### config.mk
export PLATFORM = sky130hd
export DESIGN_NAME = martian_date_counter
export DESIGN_NICKNAME = d
export VERILOG_FILES = /design/src/rtl/martian_date_counter.sv
export SDC_FILE = /design/constraint.sdc
export NUM_CORES = 1
export LEC_CHECK = 0
export ABC_CLOCK_PERIOD_IN_PS = 3000
export BUFFER_PORTS_ARGS = -buffer_cell sky130_fd_sc_hd__buf_4
export CAP_MARGIN = 0
export CORE_MARGIN = 2
export CORE_UTILIZATION = 40
export DETAILED_ROUTE_END_ITERATION = 12
export SLEW_MARGIN = 20
export SYNTH_ARGS = -nofsm -noshare
export SYNTH_HDL_FRONTEND = slang
export SYNTH_SLANG_ARGS = --single-unit
### constraint.sdc
create_clock -name clk -period 3 [get_ports clk]
set_clock_uncertainty 0.15 [all_clocks]
set_input_delay 0.9 -clock clk [delete_from_list [all_inputs] [get_ports clk]]
set_output_delay 0.9 -clock clk [all_outputs]
set_load 0.01 [all_outputs]
### src/rtl/martian_date_counter.sv
// Martian calendar date counter: year/month/day advanced by sol_tick, with a validated load.
// Latency: one cycle from sol_tick/load to updated date and registered pulses.
// Backpressure: none; a load always takes priority over a same-cycle sol_tick.
module martian_date_counter #(
    parameter int NUM_MONTHS = 24,
    parameter int YEAR_W     = 12
) (
    input  logic              clk,
    input  logic              rst_n,
    input  logic              sol_tick,
    input  logic              load,
    input  logic [YEAR_W-1:0] load_year,
    input  logic [4:0]        load_month,
    input  logic [4:0]        load_day,
    output logic [YEAR_W-1:0] year,
    output logic [4:0]        month,
    output logic [4:0]        day,
    output logic              leap,
    output logic              D27,
    output logic              D28,
    output logic              month_rollover,
    output logic              year_rollover,
    output logic              load_err
);

    localparam logic [4:0] LAST_MONTH = 5'(NUM_MONTHS - 1);

    // Even months have 28 days; odd have 27, except the final month of a leap year.
    function automatic logic [4:0] month_len(input logic [4:0] m, input logic lp);
        if (!m[0])
            return 5'd28;
        else if (m == LAST_MONTH && lp)
            return 5'd28;
        else
            return 5'd27;
    endfunction

    logic [3:0] decade;
    logic [4:0] cur_len;
    logic       end_of_month;
    logic       end_of_year;

    logic [3:0] ld_decade;
    logic       ld_leap;
    logic [4:0] ld_len;
    logic       ld_ok;

    assign leap         = year[0] | (decade == 4'd0);
    assign cur_len      = month_len(month, leap);
    assign D28          = (cur_len == 5'd28);
    assign D27          = ~D28;
    assign end_of_month = (day == cur_len);
    assign end_of_year  = end_of_month && (month == LAST_MONTH);

    assign ld_decade = 4'(load_year % YEAR_W'(10));
    assign ld_leap   = load_year[0] | (ld_decade == 4'd0);
    assign ld_len    = month_len(load_month, ld_leap);
    assign ld_ok     = ({1'b0, load_month} < 6'(NUM_MONTHS))
                     && (load_day != 5'd0) && (load_day <= ld_len);

    always_ff @(posedge clk or negedge rst_n) begin
        if (!rst_n) begin
            year           <= '0;
            month          <= 5'd0;
            day            <= 5'd1;
            decade         <= 4'd0;
            month_rollover <= 1'b0;
            year_rollover  <= 1'b0;
            load_err       <= 1'b0;
        end else begin
            month_rollover <= 1'b0;
            year_rollover  <= 1'b0;
            load_err       <= 1'b0;
            if (load) begin
                // A rejected load still swallows any same-cycle tick.
                if (ld_ok) begin
                    year   <= load_year;
                    month  <= load_month;
                    day    <= load_day;
                    decade <= ld_decade;
                end else begin
                    load_err <= 1'b1;
                end
            end else if (sol_tick) begin
                if (!end_of_month) begin
                    day <= day + 5'd1;
                end else begin
                    day            <= 5'd1;
                    month_rollover <= 1'b1;
                    if (end_of_year) begin
                        month         <= 5'd0;
                        year_rollover <= 1'b1;
                        year          <= year + 1'b1;
                        if (year == {YEAR_W{1'b1}})
                            decade <= 4'd0;
                        else if (decade == 4'd9)
                            decade <= 4'd0;
                        else
                            decade <= decade + 4'd1;
                    end else begin
                        month <= month + 5'd1;
                    end
                end
            end
        end
    end

endmodule

==> metrics.txt, run 1 <==
Final setup viols=27; ys async rst share=100%; Sink Count=29; First DRT Iteration DRCs=roughly 170; status=finished, violations left; Final Hold Viols=0; CP Class=in -> reg; Post-synth EDFFs=0; Placeable Area=around 6700 um^2; Mapped Cells=363; Max Freq=~180 MHz; multi-input gate area in the final layout=approximately 2300 um^2; failing checks=negative setup slack; IO Count=54; final net count=roughly 540; initial antenna violation count=0; largest fanout on the critical path=6; RSZ-0062 raised after global routing=true; gpl congestion=slightly below 0.9; Core Rows=30; final period utilization=189%; instance count on the critical path=30; worst skew pair latency=~0.29 ns; Routed Antenna Nets=0; hpwl dp=approximately 6.6 mm; power after layout=roughly 0.0021 W; worst hold path class=in -> async; Slew headroom=a little under half; Die H=between 80 and 90 um; Total Wirelength=9.41 mm; detailed-route DRC error count=0; CP max stage delay=slightly below 0.4 ns; minimum clock period=around 5.7 ns; maximum VDD drop=between 0.3 and 0.4 mV; htree depth=2; via count=approximately 3400; startpoint types=input pin; Crit. End Element=flip-flop; Worst Path Buf+Inv=5; Reg2Reg Depth=12; Synthesis Warnings=0; CTS max path bufs=2; PortBufs=between 50 and 60; pwr dens=~470 nW/um^2; Root Buffer Master=clkbuf_8; grt ovf=0; CP arrival=5.68 ns; share of cells above drive strength 1=45.6%; utilization of the core after routing=approximately two thirds; FF+latch count, synth=29; worst r2r src=decade[0]; Top Family by Delay on Critical Path=compound AO/OA/AOI/OAI gates; Post-CTS Hold Buffers=0; Crit path required time=just over 3 ns; final slew viol count=0; Initial DRT Pass Iterations=4; Max Cap Viol=0; Area Growth Syn to Fin=62.0%; CTS tree=built; Seq/Total Area, Yosys=a little over a quarter; all-layer global routing usage=23.6%; Most common cell on crit path=buf_4; largest net degree at the start of global routing=30; Routed WL per cell=between 15 and 20 um; dpl ws=-3.03 ns; Crit. Startpoint=load_year[9]; Tightest Pin Transition=0.776 ns; Critical Path Slowest Stage Cell=a221o_1; Distinct cells, synth=68; Leak=a little under 2 nW; Post-Syn Nets=approximately 400; fill cell total of the finished layout=between 500 and 600; Die Area=around 7600 um^2; Top FF cell, synth=dfrtp_1; die width=slightly below 90 um; Cell Area, Synth=2760 um^2; CTS clk-pin slew, worst paths=0.06 ns; Mean Syn Cell Area=about 7.6 um^2; initial core utilization=between 40% and 50%; vias in the first global route=approximately 3100; Inserted Clock Buffers=5; Vias per Instance=5.88; global-route wire length before repair=about 14 mm; Diodes inserted=0; Final WS setup=-2.66 ns; register area=around 730 um^2
[sequential cells by signal, summed over array words and instances (netlist names)]
signal / cells
day: 5
decade: 4
month: 5
load_err: 1
year: 12
month_rollover: 1
year_rollover: 1
[worst reg2reg max path, cell delays in order, from the launching register on]
cell,delay [ns]
dfrtp_1,0.41
inv_1,0.09
ha_1,0.20
a21oi_1,0.20
o21ai_0,0.14
buf_4,0.18
nor3_1,0.17
a31oi_1,0.13
nor4_1,0.42
buf_4,0.26
nand2b_4,0.18
o21ai_1,0.09
a221o_1,0.30
[stage by stage]
stage	hold WS, ns	setup TNS (ns)	instances	area [um^2]
after floorplan	0.353	-64.43	363	2930
after global placement	0.391	-72.66	552	3880
after detailed placement	0.403	-77.69	552	3880
after CTS	0.393	-62.77	567	4170
after global routing	0.404	-74.85	580	4470
final	0.389	-67.87	580	4470
[Yosys cell counts, drive strengths merged (2+ instances only)]
master | instances | share of area [%]
nor3 | 7 | 1.3
a221oi | 3 | 1.2
nor2 | 29 | 3.9
xnor2 | 5 | 1.6
o221ai | 2 | 0.64
o22ai | 11 | 2.5
and2 | 4 | 1.0
o2111ai | 3 | 0.95
ha | 10 | 4.5
clkbuf | 14 | 1.9
nor2b | 10 | 2.4
xor2 | 2 | 0.64
a22oi | 5 | 1.4
mux2i | 7 | 2.5
a31oi | 6 | 1.4
nand2 | 29 | 3.9
nand3 | 22 | 4.2
o21a | 5 | 1.4
a211oi | 4 | 1.1
and3 | 8 | 1.8
buf | 5 | 1.2
a21oi | 28 | 5.1
nand2b | 6 | 1.4
nand4 | 3 | 0.68
a311oi | 2 | 0.64
o21ai | 43 | 7.9
o211ai | 5 | 1.4
nor4 | 4 | 0.91
inv | 12 | 1.6
and4b | 2 | 0.73
o31ai | 4 | 1.1
nor3b | 2 | 0.54
a21o | 2 | 0.54
nand3b | 2 | 0.68
dfrtp | 28 | 25
nor4b | 3 | 0.95
a221o | 5 | 1.8
or2 | 3 | 0.68
[kinds of logic after synthesis]
group                    share of synthesized area, %
AO/OA/AOI/OAI                                    32.9
multiplexers                                     2.95
XOR/XNOR                                         2.22
adder cells (fa/ha/maj)                          4.54
buffers and inverters                            4.85
AND/OR/NAND/NOR                                  26.2
flip-flops                                       26.3
[cell type report]
cell class,count,area share [%]
well taps,80,2.24
clock buffers,6,1.62
multi-input cells,304,51.8
inverters,13,1.20
flip-flops and latches,29,16.3
repair buffers,146,26.7
clock inverters,2,0.224
[report_power, final]
group	switching, W	internal, W	total, W	leakage (nW)
clock network	0.000161	0.000161	0.000321	0.0450
registers	0.000153	0.000486	0.000639	0.356
logic	0.000550	0.000592	0.00114	1.58
[worst paths after layout]
path                        endpoint  slack (ns)
max                        decade[2]       -2.66
min                          year[2]        0.39
max reg2reg                decade[2]       -0.02
min reg2reg                  year[7]        0.43
max in group asynchronous     day[0]        1.99
min in group clk             year[7]        0.43
[metal layers]
layer	track usage (%)	part of all wire [%]	wire, um	up-vias
li1	-	-	-	1657
met1	29.7	43	4090	1634
met2	40.5	51	4780	99
met3	2.94	3.7	346	18
met4	9.80	2.1	193	0
met5	0	0	0	-
[cells in the final DEF (no fill, tap or decap), types with 6 or more instances in the layout]
master	Yosys	layout
o21ai_0	40	17
nand3_1	21	19
nor2_1	29	25
o21ai_2	1	7
buf_6	1	18
nand2_1	29	25
mux2i_1	7	7
nor2b_1	9	7
and3_1	8	7
a21oi_1	28	21
ha_1	10	9
buf_4	1	125
o21ai_1	2	19
dfrtp_1	28	28
inv_1	12	11
o22ai_2	0	6
[timing repair]
item	in CTS	in global routing
resized for setup	55	43
cloned	0	2
pin swaps	31	24
setup endpoints to repair	27	27
buffers inserted	9	13
hold endpoints to repair	0	0
(Power assumes the default switching activity.)
==> run 2: changes to the inputs <==
--- a/config.mk
+++ b/config.mk
@@ -6,11 +6,11 @@
 export NUM_CORES = 1
 export LEC_CHECK = 0
 export ABC_CLOCK_PERIOD_IN_PS = 3000
-export BUFFER_PORTS_ARGS = -buffer_cell sky130_fd_sc_hd__buf_4
 export CAP_MARGIN = 0
 export CORE_MARGIN = 2
 export CORE_UTILIZATION = 40
 export DETAILED_ROUTE_END_ITERATION = 12
+export DONT_BUFFER_PORTS = 1
 export SLEW_MARGIN = 20
 export SYNTH_ARGS = -nofsm -noshare
 export SYNTH_HDL_FRONTEND = slang
==> metrics.txt, run 2 (synthesis gave the netlist of run 1 again) <==
status=finished, violations left; failing checks=negative setup slack; Routed Antenna Nets=0; Sink Count=29; initial antenna violation count=0; power after layout=about 0.0019 W; htree depth=2; IO Count=54; detailed-route DRC error count=0; CTS tree=built; Final setup viols=27; all-layer global routing usage=a little under a quarter; Most common cell on crit path=o21ai_2; Reg2Reg Depth=9; largest fanout on the critical path=6; Biggest register=year; grt ovf=0; Die Area=7580 um^2; dpl ws=-2.80 ns; Final TNS setup=-60.40 ns; minimum clock period=around 5.4 ns; worst hold path class=in -> async; Power Internal=about 0.0011 W; multi-input gate area in the final layout=roughly 2200 um^2; Crit path required time=3.02 ns; Diodes inserted=0; fill cell total of the finished layout=~600; vias in the first global route=2991; biggest regs=year (12), day (5), month (5); Tightest Pin Transition=0.522 ns; Reg power frac=34.0%; CTS max path bufs=2; Comb power frac=48.5%; Final WS setup=-2.35 ns; CP arrival=between 5 and 6 ns; Root Buffer Master=clkbuf_8; First DRT Iteration DRCs=around 140; Slew headroom=64.8%; Area after DPL=~3300 um^2; Core Rows=30; Routed WL per cell=17.4 um; most frequent cells in the layout=54 x buf_4, 28 x nand2_1, 28 x dfrtp_1; Clk pwr share=17.6%; Die H=between 80 and 90 um; Max Cap Viol=0; Inserted Clock Buffers=5; pwr dens=505 nW/um^2; RSZ-0062 raised after global routing=true; Post-CTS Hold Buffers=0; Placeable Area=6720 um^2; die width=slightly below 90 um; Initial DRT Pass Iterations=5; global-route wire length before repair=approximately 14 mm; startpoint types=input pin; Critical Path Slowest Stage Cell=a221o_1; final period utilization=178%; hpwl dp=slightly above 6 mm; max FFs per register=12; cell area after layout=approximately 3800 um^2; register area=between 700 and 800 um^2; CP Class=in -> reg; CP max stage delay=slightly below 0.4 ns; P_sw=just under 0.0008 W; Total Wirelength=just under 9 mm; most common cell after layout, fill and taps aside=buf_4; worst skew pair latency=between 0.2 and 0.3 ns; Area Growth Syn to Fin=37.6%; maximum VDD drop=around 0.43 mV; via count=between 3000 and 4000; PortBufs=0; final net count=between 400 and 500; Final Hold Viols=0; final slew viol count=0; Max Freq=about 190 MHz; gpl congestion=0.915; Vias per Instance=roughly 6.3; Crit. End Element=flip-flop; Leak=between 1.5 and 2 nW; largest net degree at the start of global routing=30; CTS clk-pin slew, worst paths=0.06 ns; sw frac=40.5%; share of cells above drive strength 1=between 30% and 40%; initial core utilization=41.1%
[run 2: cell count changes in the layout (fill, tap and decap cells not counted), moves of 3 or more]
cell	before	now
o22ai_1	5	2
nand2_1	25	28
buf_4	125	54
buf_6	18	11
[run 2: final cells by class]
type,instances,share of cell area (%)
clock buffers,8,2.37
inverters,13,1.42
multi-input cells,302,58.8
repair buffers,68,15.7
flip-flops and latches,29,19.1
well taps,80,2.64
[run 2: final timing paths]
| path | startpoint | endpoint | slack, ns |
|---|---|---|---|
| min reg2reg | decade[2] | decade[2] | 0.44 |
| max reg2reg | month[0] | decade[3] | 0.22 |
| max | load_year[9] | decade[3] | -2.35 |
| min | rst_n | year[2] | 0.16 |
| max in group asynchronous | rst_n | day[0] | 2.36 |
| min in group clk | decade[2] | decade[2] | 0.44 |
[run 2: power by group through the flow]
stage | clock [W] | sequential [W] | combinational (W)
6_report | 0.000337 | 0.000652 | 0.000929
5_1_grt | 0.000359 | 0.000668 | 0.00102
4_1_cts | 0.000344 | 0.000643 | 0.000849
3_5_place_dp | 0 | 0.000647 | 0.000775
3_3_place_gp | 0 | 0.000644 | 0.000761
2_1_floorplan | 0 | 0.000635 | 0.000528
[run 2: what timing repair did]
item,CTS,global route
setup endpoints to repair,27,27
pin swaps,20,25
setup buffers,11,3
gates resized for setup,50,33
gates cloned,1,1
[run 2: per-stage QoR]
stage	cells	utilization, %	hold WS (ns)
2_1_floorplan	363	-	0.353
3_3_place_gp	477	49.3	0.392
3_5_place_dp	477	49.3	0.412
4_1_cts	497	53.9	0.149
5_1_grt	500	56.5	0.147
6_report	500	56.5	0.158
[run 2: worst max-delay path, delay by kind of cell]
| family | cells | cell delay [ns] |
|---|---|---|
| muxes | 1 | 0.25 |
| and+or+nand+nor | 8 | 1.08 |
| buffers and inverters | 3 | 0.44 |
| AOI/OAI and AO/OA | 13 | 1.96 |
| xor gates and xnor gates | 1 | 0.16 |
| adders and majority gates | 2 | 0.59 |
[run 2: metal layers]
| layer | vias up | wire length, um | global-route usage [%] |
|---|---|---|---|
| met5 | - | 0 | 0 |
| met4 | 0 | 177 | 7.67 |
| met3 | 20 | 574 | 4.17 |
| met2 | 98 | 4380 | 39.5 |
| met1 | 1518 | 3580 | 29.9 |
| li1 | 1512 | - | - |
